**src/rtl/axi_refill_gather.sv**
```systemverilog
// axi_refill_gather
//   Cache refill shim between an L1 miss port and the AXI AR/R channels.
//   Up to NumOutstanding refills are in flight at once; each one owns a slot
//   whose index is used as the AXI ID. R beats are gathered per ID into a
//   line buffer, and a completed line (or a single non-cacheable word placed
//   at its offset) is returned as a one-cycle pulse with an error flag.
//
//   Ports
//     clk_i, rst_ni, clr_i     clock, async active-low reset, sync clear
//     req_*                    miss request (valid/ready, addr, nc, tid)
//     ar_*                     AXI read address channel (master side)
//     r_*                      AXI read data channel (r_ready_o tied high)
//     rtrn_*                   line return pulse, data, tid, nc, err
//     busy_o                   any slot in use or AR pending
//
//   Slot FSM
//     state        | meaning
//     SLOT_FREE    | unused, may be allocated to a new miss
//     SLOT_WAIT_R  | AR issued or pending, gathering R beats
//     SLOT_DONE    | line complete, waiting for its return cycle
module axi_refill_gather #(
  parameter int LineWidth      = 256,
  parameter int BusWidth       = 64,
  parameter int NumOutstanding = 2,
  parameter int IdWidth        = 4,
  parameter int AddrWidth      = 56,
  parameter int TidWidth       = 2
) (
  input  logic                 clk_i,
  input  logic                 rst_ni,
  input  logic                 clr_i,
  input  logic                 req_valid_i,
  output logic                 req_ready_o,
  input  logic [AddrWidth-1:0] req_addr_i,
  input  logic                 req_nc_i,
  input  logic [TidWidth-1:0]  req_tid_i,
  output logic                 ar_valid_o,
  input  logic                 ar_ready_i,
  output logic [AddrWidth-1:0] ar_addr_o,
  output logic [7:0]           ar_len_o,
  output logic [2:0]           ar_size_o,
  output logic [IdWidth-1:0]   ar_id_o,
  input  logic                 r_valid_i,
  output logic                 r_ready_o,
  input  logic [BusWidth-1:0]  r_data_i,
  input  logic [IdWidth-1:0]   r_id_i,
  input  logic                 r_last_i,
  input  logic [1:0]           r_resp_i,
  output logic                 rtrn_valid_o,
  output logic [LineWidth-1:0] rtrn_data_o,
  output logic [TidWidth-1:0]  rtrn_tid_o,
  output logic                 rtrn_nc_o,
  output logic                 rtrn_err_o,
  output logic                 busy_o
);

  localparam int Beats   = LineWidth / BusWidth;
  localparam int LineOff = $clog2(LineWidth / 8);
  localparam int BusOff  = $clog2(BusWidth / 8);
  localparam int WordW   = (Beats > 1) ? $clog2(Beats) : 1;
  localparam int SlotW   = (NumOutstanding > 1) ? $clog2(NumOutstanding) : 1;

  localparam logic [WordW-1:0]     LastIdx  = WordW'(Beats - 1);
  localparam logic [AddrWidth-1:0] LineMask = ~((AddrWidth'(1) << LineOff) - AddrWidth'(1));
  localparam logic [AddrWidth-1:0] BusMask  = ~((AddrWidth'(1) << BusOff) - AddrWidth'(1));

  typedef enum logic [1:0] {
    SLOT_FREE   = 2'd0,
    SLOT_WAIT_R = 2'd1,
    SLOT_DONE   = 2'd2
  } slot_state_e;

  slot_state_e state_q [NumOutstanding];
  slot_state_e state_d [NumOutstanding];

  logic [TidWidth-1:0] slot_tid_q [NumOutstanding];
  logic                slot_nc_q  [NumOutstanding];
  logic [WordW-1:0]    slot_off_q [NumOutstanding];
  logic [WordW-1:0]    slot_cnt_q [NumOutstanding];
  logic                slot_err_q [NumOutstanding];
  logic [BusWidth-1:0] line_q     [NumOutstanding][Beats];

  logic                 ready_q;
  logic                 ar_valid_q;
  logic [AddrWidth-1:0] ar_addr_q;
  logic [7:0]           ar_len_q;
  logic [IdWidth-1:0]   ar_id_q;

  logic                 rtrn_valid_q;
  logic [LineWidth-1:0] rtrn_data_q;
  logic [TidWidth-1:0]  rtrn_tid_q;
  logic                 rtrn_nc_q;
  logic                 rtrn_err_q;

  logic             any_free, any_busy, accept;
  logic [SlotW-1:0] free_idx;
  logic             hit;
  logic [SlotW-1:0] hit_idx;
  logic [WordW-1:0] hit_len, hit_widx;
  logic             at_len, beat_end, beat_bad;
  logic             done_any;
  logic [SlotW-1:0] done_idx;

  logic unused_resp;
  assign unused_resp = r_resp_i[0];

  // Slot selection, beat decode and next-state logic.
  always_comb begin
    any_free = 1'b0;
    any_busy = 1'b0;
    free_idx = '0;
    done_any = 1'b0;
    done_idx = '0;
    hit      = 1'b0;
    hit_idx  = '0;
    for (int k = NumOutstanding - 1; k >= 0; k--) begin
      if (state_q[k] == SLOT_FREE) begin
        any_free = 1'b1;
        free_idx = SlotW'(k);
      end else begin
        any_busy = 1'b1;
      end
      if (state_q[k] == SLOT_DONE) begin
        done_any = 1'b1;
        done_idx = SlotW'(k);
      end
      if (r_valid_i && (r_id_i == IdWidth'(k)) && (state_q[k] == SLOT_WAIT_R)) begin
        hit     = 1'b1;
        hit_idx = SlotW'(k);
      end
    end

    req_ready_o = ready_q & ~clr_i & any_free & ~ar_valid_q;
    accept      = req_valid_i & req_ready_o;

    // A burst ends at r_last or when the expected beat count is reached,
    // whichever comes first; disagreement between the two is an error.
    hit_len  = slot_nc_q[hit_idx] ? '0 : LastIdx;
    at_len   = (slot_cnt_q[hit_idx] == hit_len);
    beat_end = r_last_i | at_len;
    beat_bad = r_last_i ^ at_len;
    hit_widx = slot_nc_q[hit_idx] ? slot_off_q[hit_idx] : slot_cnt_q[hit_idx];

    for (int k = 0; k < NumOutstanding; k++) begin
      state_d[k] = state_q[k];
      unique case (state_q[k])
        SLOT_FREE:   if (accept && (free_idx == SlotW'(k))) state_d[k] = SLOT_WAIT_R;
        SLOT_WAIT_R: if (hit && (hit_idx == SlotW'(k)) && beat_end) state_d[k] = SLOT_DONE;
        SLOT_DONE:   if (done_idx == SlotW'(k)) state_d[k] = SLOT_FREE;
        default:     state_d[k] = SLOT_FREE;
      endcase
    end
  end

  always_ff @(posedge clk_i or negedge rst_ni) begin
    if (!rst_ni) begin
      for (int k = 0; k < NumOutstanding; k++) state_q[k] <= SLOT_FREE;
    end else if (clr_i) begin
      for (int k = 0; k < NumOutstanding; k++) state_q[k] <= SLOT_FREE;
    end else begin
      for (int k = 0; k < NumOutstanding; k++) state_q[k] <= state_d[k];
    end
  end

  always_ff @(posedge clk_i or negedge rst_ni) begin
    if (!rst_ni) begin
      ready_q      <= 1'b0;
      ar_valid_q   <= 1'b0;
      ar_addr_q    <= '0;
      ar_len_q     <= '0;
      ar_id_q      <= '0;
      rtrn_valid_q <= 1'b0;
      rtrn_data_q  <= '0;
      rtrn_tid_q   <= '0;
      rtrn_nc_q    <= 1'b0;
      rtrn_err_q   <= 1'b0;
      for (int k = 0; k < NumOutstanding; k++) begin
        slot_tid_q[k] <= '0;
        slot_nc_q[k]  <= 1'b0;
        slot_off_q[k] <= '0;
        slot_cnt_q[k] <= '0;
        slot_err_q[k] <= 1'b0;
        for (int w = 0; w < Beats; w++) line_q[k][w] <= '0;
      end
    end else if (clr_i) begin
      ready_q      <= 1'b0;
      ar_valid_q   <= 1'b0;
      ar_addr_q    <= '0;
      ar_len_q     <= '0;
      ar_id_q      <= '0;
      rtrn_valid_q <= 1'b0;
      rtrn_data_q  <= '0;
      rtrn_tid_q   <= '0;
      rtrn_nc_q    <= 1'b0;
      rtrn_err_q   <= 1'b0;
      for (int k = 0; k < NumOutstanding; k++) begin
        slot_tid_q[k] <= '0;
        slot_nc_q[k]  <= 1'b0;
        slot_off_q[k] <= '0;
        slot_cnt_q[k] <= '0;
        slot_err_q[k] <= 1'b0;
        for (int w = 0; w < Beats; w++) line_q[k][w] <= '0;
      end
    end else begin
      ready_q <= 1'b1;

      // AR register: loaded on accept, emptied on handshake. Accept is only
      // possible while it is empty, so the two never collide.
      if (accept) begin
        ar_valid_q <= 1'b1;
        ar_addr_q  <= req_nc_i ? (req_addr_i & BusMask) : (req_addr_i & LineMask);
        ar_len_q   <= req_nc_i ? 8'd0 : 8'(Beats - 1);
        ar_id_q    <= IdWidth'(free_idx);
        slot_tid_q[free_idx] <= req_tid_i;
        slot_nc_q[free_idx]  <= req_nc_i;
        slot_off_q[free_idx] <= req_nc_i ?
                                WordW'((req_addr_i >> BusOff) & AddrWidth'(Beats - 1)) : '0;
        slot_cnt_q[free_idx] <= '0;
        slot_err_q[free_idx] <= 1'b0;
      end else if (ar_valid_q && ar_ready_i) begin
        ar_valid_q <= 1'b0;
      end

      if (hit) begin
        line_q[hit_idx][hit_widx] <= r_data_i;
        slot_cnt_q[hit_idx]       <= slot_cnt_q[hit_idx] + 1'b1;
        slot_err_q[hit_idx]       <= slot_err_q[hit_idx] | r_resp_i[1] | beat_bad;
      end

      // Return data is copied out so the slot can be reused immediately.
      rtrn_valid_q <= done_any;
      if (done_any) begin
        for (int w = 0; w < Beats; w++) rtrn_data_q[w*BusWidth +: BusWidth] <= line_q[done_idx][w];
        rtrn_tid_q <= slot_tid_q[done_idx];
        rtrn_nc_q  <= slot_nc_q[done_idx];
        rtrn_err_q <= slot_err_q[done_idx];
      end
    end
  end

  // Beats for unknown IDs or idle slots are consumed and dropped.
  always_ff @(posedge clk_i) begin
    if (rst_ni && !clr_i && r_valid_i) begin
      assert (hit) else $warning("axi_refill_gather: dropped R beat with id %0d", r_id_i);
    end
  end

  assign ar_valid_o   = ar_valid_q;
  assign ar_addr_o    = ar_addr_q;
  assign ar_len_o     = ar_len_q;
  assign ar_size_o    = 3'(BusOff);
  assign ar_id_o      = ar_id_q;
  assign r_ready_o    = 1'b1;
  assign rtrn_valid_o = rtrn_valid_q;
  assign rtrn_data_o  = rtrn_data_q;
  assign rtrn_tid_o   = rtrn_tid_q;
  assign rtrn_nc_o    = rtrn_nc_q;
  assign rtrn_err_o   = rtrn_err_q;
  assign busy_o       = any_busy | ar_valid_q;

endmodule

```
**config.mk**
```make
export PLATFORM = sky130hd
export DESIGN_NAME = axi_refill_gather
export DESIGN_NICKNAME = d
export VERILOG_FILES = /design/src/rtl/axi_refill_gather.sv
export SDC_FILE = /design/constraint.sdc
export NUM_CORES = 1
export LEC_CHECK = 0
export CORE_UTILIZATION = 54
export CTS_BUF_LIST = sky130_fd_sc_hd__clkbuf_4 sky130_fd_sc_hd__clkbuf_8 sky130_fd_sc_hd__clkbuf_16
export DETAILED_ROUTE_END_ITERATION = 7
export PLACE_DENSITY = 0.75
export SLEW_MARGIN = 40
export SYNTH_ARGS = -nofsm -noshare
export SYNTH_HDL_FRONTEND = slang
export SYNTH_SLANG_ARGS = --single-unit
export TNS_END_PERCENT = 100
```
**constraint.sdc**
```tcl
create_clock -name clk_i -period 6.8 [get_ports clk_i]
set_clock_uncertainty 0.2 [all_clocks]
set_input_delay 1.36 -clock clk_i [delete_from_list [all_inputs] [get_ports clk_i]]
set_output_delay 1.36 -clock clk_i [all_outputs]
set_load 0.05 [all_outputs]
```
Word level (Yosys, flattened, before mapping)
Index checks and enable logic that the tools add are counted.
{"block": "totals", "word_cells": 196, "regBits": 863, "inputBits": 136}
{"block": "classes", "reduce_logical": 23, "n_lt_le_gt_ge": 7, "add_sub_neg": 1, "n_eq_ne": 12, "bitwise_logic": 21, "n_mux": 102}
{"operator": "$mux W256", "n": 6}
{"operator": "$mux W512", "n": 2}
{"operator": "$bwmux W512", "n": 1}
{"operator": "$demux W256 S1", "n": 1}
{"operator": "$demux W64 S2", "n": 1}
{"operator": "$mux W56", "n": 2}
{"operator": "$mux W64", "n": 1}
{"operator": "$mux W2", "n": 29}
{"operator": "$mux W4", "n": 11}
{"operator": "$mux W1", "n": 34}
{"operator": "$mux W8", "n": 2}
{"operator": "$logic_and A1 B1 Y1", "n": 14}
{"operator": "$bwmux W4", "n": 3}
{"operator": "$ne A3 B2 Y1 const B", "n": 4}
{"operator": "$pmux W2 S3", "n": 2}
{"operator": "$ge A2 B2 Y1 const B", "n": 3}
{"operator": "$ne A3 B3 Y1 const B", "n": 2}
{"operator": "$not A1 Y2", "n": 3}
{"operator": "$reduce_and A3 Y1", "n": 2}
{"operator": "$reduce_bool A2 Y1", "n": 3}
{"operator": "$mux W5", "n": 1}
{"operator": "$and A1 B1 Y1", "n": 4}
{"operator": "$and A4 B4 Y4", "n": 1}
{"operator": "$bwmux W2", "n": 2}
{"operator": "other kinds (20)", "n": 32}

Logic depth before layout (Yosys ltp)
Gate-level depths: netlist of the first run.
{"block": "logic_depth", "ltp_word": 20, "mapped_depth": 8}

Worst setup path after synthesis of the first run
No wires, ideal clock.
{"block": "synth_path", "kind": "input to output", "start": "input clr_i", "end": "output req_ready_o", "required_time_ns": 5.240, "path_buffers": 2, "path_stages": 3, "arrival_time_ns": 3.391, "slack_ns": 1.849, "path_cell_list": "buf_2 clkbuf_1 nor4b_1"}
{"block": "synth_between", "elab_chain_cells": 4}
{"item": "from (decl)", "line_no": "31", "rtl": "input logic clr_i,"}
{"item": "$not A1 Y1", "line_no": "133", "rtl": "req_ready_o = ready_q & ~clr_i & any_free & ~ar_valid_q;"}
{"item": "$and A1 B1 Y1 (3 in a row)", "line_no": "133"}
{"item": "to (decl)", "line_no": "33", "rtl": "output logic req_ready_o,"}
No other way between the ends.

Final worst setup path of the first run
Ends and elaborated chain as after synthesis.

==> flow_metrics.py, run 1 <==
metrics = {
    "setup_path": {
        "critical-path-slowest-cell": "sky130_fd_sc_hd__clkdlybuf4s50_1",
        "critical_path_class": "in2out",
        "rr_startpoint": "state_q[2]",
        "timing.rr.end": "line_q[273]",
        "critical_path.endpoint_type": "primary output",
        "rr_worst_depth": 4,
        "timing.critical_path.fanout_max": 45,
        "path_cells": "buf_8 -> nor4b_1 -> clkdlybuf4s50_1",
        "critical_path_arrival_ns": 2.75,
        "timing.critical_path.required_ns": 5.24,
        "critPathMaxStageDelay_ns": 0.86,
        "worstSetupStartpointType": "input pin",
        "worst_setup_slack_for_register_to_register_paths_ns": 3.93,
    },
    "finish": {
        "antenna-diode-count": 0,
        "post_layout_inst_area_um2": 44920,
        "num-fill-cells": 5135,
        "final_net_count": 3946,
        "area_growth_syn_to_layout_pct": 21.72,
        "layout.area.seq_um2": 21270,
        "finalCoreUtilization": 0.6665,
        "drive_gt1_frac": 0.07498,
        "multiInputGateArea_um2": 14270,
    },
    "yosys": {
        "netlist_top_cells_area": "sky130_fd_sc_hd__dfrtp_1, sky130_fd_sc_hd__mux2i_1, sky130_fd_sc_hd__nand2_1",
        "ys_top_cells_by_count": "sky130_fd_sc_hd__nand2_1, sky130_fd_sc_hd__dfrtp_1, sky130_fd_sc_hd__mux2i_1, sky130_fd_sc_hd__nor2_1, sky130_fd_sc_hd__a311oi_1",
        "seq_area_frac_synth": 0.5764,
        "synth_area_um2": 36900,
        "synth_top_area_cell": "sky130_fd_sc_hd__dfrtp_1",
        "primary_ff_master_synth": "sky130_fd_sc_hd__dfrtp_1",
        "postSynthRegisterBits": 850,
        "synthesis.instances": 3502,
        "distinct_cell_type_count_of_the_synthesized_netlist": 46,
        "cell_with_the_most_instances_after_synthesis": "sky130_fd_sc_hd__nand2_1",
        "synth_area_per_cell_um2": 10.54,
        "ys_warn_count": 0,
        "async_flop_share": 1.000,
        "yosys_top_cell_area_share": 0.5764,
        "synth_edf_count": 0,
    },
    "outcome": {
        "outcome": "complete, no violations",
    },
    "route": {
        "drt_pass1_iterations": 6,
        "remaining_drc_errors": 0,
        "vias": 27470,
        "routed_via_density": 5.779,
        "final_antenna_net_count": 0,
        "post_detailed_route_wirelength_per_cell_um": 20.77,
        "violation_count_after_the_first_detailed_route_iteration": 2496,
        "totalWireLength_um": 98730,
    },
    "pwr": {
        "cellLeakagePower_nw": 22.69,
        "power_density_nw_per_um2": 236.8,
        "ir_drop_v": 0.0001729,
    },
    "cts": {
        "insertion_delay_ns": 0.64,
        "cts-resized-gates": 0,
        "path_clk_slew_ns": 0.06,
        "cts_max_level": 3,
        "cts_tree": "built",
        "cts-hold-fix-buffers": 0,
        "ctsLongestPathBuffers": 3,
        "clkSinkCount": 850,
        "inserted_clock_buffers": 88,
        "post_cts_setup_inserts": 0,
        "root_buffer": "sky130_fd_sc_hd__clkbuf_16",
    },
    "sta": {
        "post-route-period-util": 0.6332,
        "rsz0062_at_grt": "no",
        "timing_worst_slew_pin_value_ns": 0.9940,
        "slew_viol_final": 0,
        "achievable-frequency_ghz": 0.2322,
        "finalWorstPathRequiredPeriod_ns": 4.306,
        "slew_headroom": 0.3373,
        "final_hold_violations": 0,
        "final-setup-viol-count": 0,
        "sum_neg_setup_slack_ns": 0,
    },
    "global_route": {
        "antenna_found_initial": 5,
        "gr-usage-all-layers": 0.2854,
        "grt_first_pass_wirelength_um": 157500,
        "globalRoute.totalOverflow": 0,
        "grt_start_max_net_pins": 154,
        "vias_in_the_first_global_route": 27510,
    },
    "min_path": {
        "hp-start": "slot_tid_q[3]",
        "type_of_the_tightest_min_delay_check": "reg2reg",
        "min_path_cells": 1,
        "whs_endpoint": "slot_tid_q[3]",
    },
    "place": {
        "place_area_um2": 41790,
        "gpl.final_weighted_congestion": 0.8194,
        "hpwl_um": 56720,
        "portBuffers": 451,
    },
    "floorplanning": {
        "num_io_pins": 472,
        "core-area_um2": 67400,
        "die_x_um": 263.4,
        "rows": 95,
        "floorplan.die_area_um2": 69380,
        "initial_cell_density_of_the_core": 0.5475,
        "chipHeight_um": 263.4,
    },
    "job": {
        "max_cap_check_violation_count": 0,
    },
}
## routing by layer
| metal | share of wire | global-route usage |
|---|---|---|
| met4 | 0.028 | 0.08535 |
| met2 | 0.48 | 0.4488 |
| met5 | 0.00060 | 0 |
| met1 | 0.42 | 0.3975 |
| met3 | 0.073 | 0.06370 |
## worst max-delay path by stage
stage | from | slack [ns] | to | cells after the start
3_5_place_dp | clr_i | 2.11 | ar_addr_o[47] | 6
5_1_grt | state_q[3] | 2.34 | req_ready_o | 4
4_1_cts | clr_i | 2.29 | req_ready_o | 3
6_report | clr_i | 2.49 | req_ready_o | 3
3_3_place_gp | clr_i | 2.15 | ar_addr_o[55] | 6
2_1_floorplan | clr_i | 1.85 | req_ready_o | 3
## power by group
group | internal (mW) | switching, mW | leakage (nW)
registers | 5.08 | 0.0143 | 11.9
logic | 0.169 | 0.392 | 9.32
clock network | 2.97 | 2.02 | 1.52
## through the flow
step	std cells	setup WS, ns	power, mW	hold WS [ns]
floorplan	3516	1.849	5.449	0.2632
global placement	4586	2.153	5.745	0.3097
detailed placement	4589	2.115	5.748	0.3134
CTS	4751	2.286	10.71	0.3297
global route	4754	2.341	10.96	0.3467
finish	4754	2.494	10.64	0.3338
## state kept, by name (all words and copies together) (netlist names), 2 cells and up
register	count
ar_addr_o	53
line_q	512
rtrn_data_o	256
rtrn_tid_o	2
slot_cnt_q	4
slot_err_q	2
slot_nc_q	2
slot_off_q	4
slot_tid_q	4
state_q	4
## layout by cell type (no fill, tap or decap), types with 8 or more instances in the layout
| master | instances |
|---|---|
| sky130_fd_sc_hd__clkbuf_16 | 92 |
| sky130_fd_sc_hd__nor2_1 | 267 |
| sky130_fd_sc_hd__mux2_2 | 54 |
| sky130_fd_sc_hd__o211ai_1 | 8 |
| sky130_fd_sc_hd__nand2_1 | 1107 |
| sky130_fd_sc_hd__conb_1 | 16 |
| sky130_fd_sc_hd__clkbuf_4 | 21 |
| sky130_fd_sc_hd__mux2i_1 | 517 |
| sky130_fd_sc_hd__clkinv_2 | 15 |
| sky130_fd_sc_hd__clkdlybuf4s50_1 | 449 |
| sky130_fd_sc_hd__a311oi_1 | 260 |
| sky130_fd_sc_hd__buf_4 | 31 |
| sky130_fd_sc_hd__clkbuf_8 | 19 |
| sky130_fd_sc_hd__buf_12 | 10 |
| sky130_fd_sc_hd__nor3b_1 | 9 |
| sky130_fd_sc_hd__nor2b_1 | 54 |
| sky130_fd_sc_hd__dfrtp_1 | 850 |
| sky130_fd_sc_hd__buf_6 | 8 |
## final cells by class
class                           instances  share of cell area
Clock buffer                          132             0.06059
Clock inverter                         30            0.006964
Inverter                                6           0.0007800
Multi-Input combinational cell       2357              0.3178
Sequential cell                       850              0.4736
Tap cell                              873             0.02432
Timing Repair Buffer                  506              0.1160
## logic make-up (layout without fill, tap and decap cells)
| family | count (synthesis) | after routing | synth area share |
|---|---|---|---|
| AOI/OAI and AO/OA | 292 | 292 | 0.06798 |
| adders and majority gates | 1 | 1 | 0.0003390 |
| buffers and inverters | 309 | 674 | 0.03974 |
| DFF | 850 | 850 | 0.5764 |
| muxes | 571 | 571 | 0.1567 |
| other | 2 | 16 | 0.0002035 |
| and+or+nand+nor | 1477 | 1477 | 0.1586 |
## critical path, delay by kind of cell
| family | cells | cell delay [ns] |
|---|---|---|
| and+or+nand+nor | 1 | 0.33 |
| buffers and inverters | 2 | 1.04 |
Power figures use the tool's default switching activity.
==> run 2: changes to the inputs <==
Settings changed: CORE_UTILIZATION 54 to 50, PLACE_DENSITY 0.75 to 0.73.
Clock period 6.8 ns to 3.7 ns, I/O delays scaled along.
==> flow_metrics.py, run 2 (synthesis gave the netlist of run 1 again) <==
metrics = {
    "outcome": {
        "outcome": "complete, no violations",
    },
    "finish": {
        "finalCoreUtilization": 0.6252,
        "drive_gt1_frac": 0.08348,
        "final_net_count": 3982,
        "layout_common_cells": "sky130_fd_sc_hd__nand2_1, sky130_fd_sc_hd__dfrtp_1, sky130_fd_sc_hd__mux2i_1, sky130_fd_sc_hd__clkdlybuf4s50_1, sky130_fd_sc_hd__nor2_1",
        "fin_cells": 4878,
        "largest_reg_flops": 512,
        "regMostFlops": "line_q",
        "num-fill-cells": 5801,
        "area_growth_syn_to_layout_pct": 23.61,
        "layout.cells.most_common": "sky130_fd_sc_hd__nand2_1",
    },
    "setup_path": {
        "path_cells": "nor2_1 -> nor2_1 -> nor4b_2 -> clkdlybuf4s50_1",
        "critPathMaxStageDelay_ns": 0.84,
        "critical_path_class": "reg2out",
        "timing.critical_path.fanout_max": 6,
        "critical-path-slowest-cell": "sky130_fd_sc_hd__clkdlybuf4s50_1",
        "worstSetupStartpointType": "register",
        "critical_path.endpoint_type": "primary output",
        "critical_path_arrival_ns": 2.66,
        "crit_family": "buffers and inverters",
        "cp.buffers_inverters": 1,
        "worst_path_most_repeated_cell": "sky130_fd_sc_hd__nor2_1",
        "timing.critical_path.required_ns": 2.76,
    },
    "global_route": {
        "vias_in_the_first_global_route": 27800,
        "globalRoute.totalOverflow": 0,
        "antenna_found_initial": 2,
        "grt_start_max_net_pins": 137,
        "grt_first_pass_wirelength_um": 157700,
        "gr-usage-all-layers": 0.2667,
    },
    "place": {
        "placed_cells_incl_taps": 4713,
        "hpwl_um": 59000,
        "portBuffers": 451,
        "gpl.final_weighted_congestion": 0.8115,
    },
    "sta": {
        "finalWorstPathRequiredPeriod_ns": 3.597,
        "final-setup-viol-count": 0,
        "slew_headroom": 0.4525,
        "final_hold_violations": 0,
        "rsz0062_at_grt": "no",
        "timing_worst_slew_pin_value_ns": 0.8212,
        "post-route-period-util": 0.9722,
        "sum_neg_setup_slack_ns": 0,
        "slew_viol_final": 0,
        "achievable-frequency_ghz": 0.2780,
    },
    "floorplanning": {
        "initial_cell_density_of_the_core": 0.5058,
        "floorplan.die_area_um2": 74890,
        "rows": 99,
        "die_x_um": 273.7,
        "chipHeight_um": 273.7,
        "num_io_pins": 472,
        "core-area_um2": 72960,
    },
    "route": {
        "totalWireLength_um": 100200,
        "violation_count_after_the_first_detailed_route_iteration": 2161,
        "top_layer_used": "met4",
        "final_antenna_net_count": 0,
        "vias": 27630,
        "routed_via_density": 5.664,
        "remaining_drc_errors": 0,
        "route.layer.met1.wl_um": 42540,
        "detailroute.wirelength.met3_um": 6929,
        "drt_pass1_iterations": 8,
        "wl_met2_um": 48320,
        "post_detailed_route_wirelength_per_cell_um": 20.55,
    },
    "job": {
        "max_cap_check_violation_count": 0,
    },
    "cts": {
        "clkSinkCount": 850,
        "root_buffer": "sky130_fd_sc_hd__clkbuf_16",
        "inserted_clock_buffers": 88,
        "ctsLongestPathBuffers": 3,
        "cts_max_level": 3,
        "insertion_delay_ns": 0.64,
        "cts_tree": "built",
        "path_clk_slew_ns": 0.06,
    },
    "pwr": {
        "cellLeakagePower_nw": 23.01,
        "ir_drop_v": 0.0003603,
        "power_density_nw_per_um2": 439.5,
    },
    "min_path": {
        "type_of_the_tightest_min_delay_check": "in2reg",
    },
}
run 2: cell count changes in the layout (fill, tap and decap cells not counted), sizes merged:
| cell | previous run | this run |
|---|---|---|
| clkbuf | 132 | 131 |
| clkinv | 17 | 15 |
| buf | 57 | 92 |
| bufinv | 5 | 12 |
| diode | 0 | 2 |
| clkinvlp | 6 | 1 |
| inv | 8 | 9 |
| dlygate4sd3 | 0 | 1 |
run 2: routing by layer:
metal,global-route usage,vias up
li1,-,12540
met1,0.3570,14070
met2,0.4327,859
met3,0.06404,160
met4,0.07410,0
met5,0,-
run 2: final cells by class:
type                       count  area [um2]  area share
antenna                        2       5.005   0.0001097
clock buffer                 131        2696     0.05911
clock inverter                31       469.2     0.01029
inverter                       6       30.03   0.0006583
multi-input combinational   2357       14280      0.3130
sequential                   850       21270      0.4663
tap                          959        1200     0.02631
timing repair buffer         542        5663      0.1242
run 2: timing repair:
item / CTS / global route
hold buffers: 1 / 0
buffers inserted: 0 / 0
endpoints found under the hold margin: 51 / 0
resized for setup: 0 / 0
run 2: path summary, 6_finish.rpt:
| check | from | depth (start not counted) | endpoint | slack (ns) |
|---|---|---|---|---|
| worst max-delay path | state_q[1] | 4 | req_ready_o | 0.10 |
| worst min-delay path | clr_i | 2 | rtrn_nc_o | 0.30 |
| worst max register to register | slot_nc_q[1] | 6 | state_q[0] | 1.31 |
| max in group asynchronous | rst_ni | 3 | line_q[259] | 1.83 |
| min in group asynchronous | rst_ni | 2 | line_q[166] | 0.53 |
| worst min register to register | slot_err_q[1] | 2 | slot_err_q[1] | 0.32 |
run 2: per-stage QoR:
step	hold slack [ns]	power, mW	setup WS [ns]	area, um2
final	0.2980	20.04	0.1028	45610
after global routing	0.2835	20.63	0.01212	45610
after CTS	0.2664	20.18	0.09083	45610
after detailed placement	0.3045	10.62	0.2479	42430
after global placement	0.3086	10.61	0.2769	42410
after floorplan	0.2444	10.01	0.6801	36960
run 2: worst reg2reg max path, cell delays in order (launching register included):
cell                       delay [ns]
sky130_fd_sc_hd__dfrtp_1         0.52
sky130_fd_sc_hd__or3b_2          0.48
sky130_fd_sc_hd__o211ai_1        0.09
sky130_fd_sc_hd__o41ai_1         0.12
sky130_fd_sc_hd__ha_1            0.25
sky130_fd_sc_hd__or3_1           0.38
sky130_fd_sc_hd__a41o_1          0.24
run 2: power breakdown:
part / total (mW) / leakage (nW) / internal [mW] / switching (mW)
Sequential: 9.36 / 11.9 / 9.34 / 0.0267
Combinational: 1.08 / 9.56 / 0.341 / 0.735
Clock: 9.61 / 1.60 / 5.88 / 3.72
Total: 20.0 / 23.0 / 15.6 / 4.49
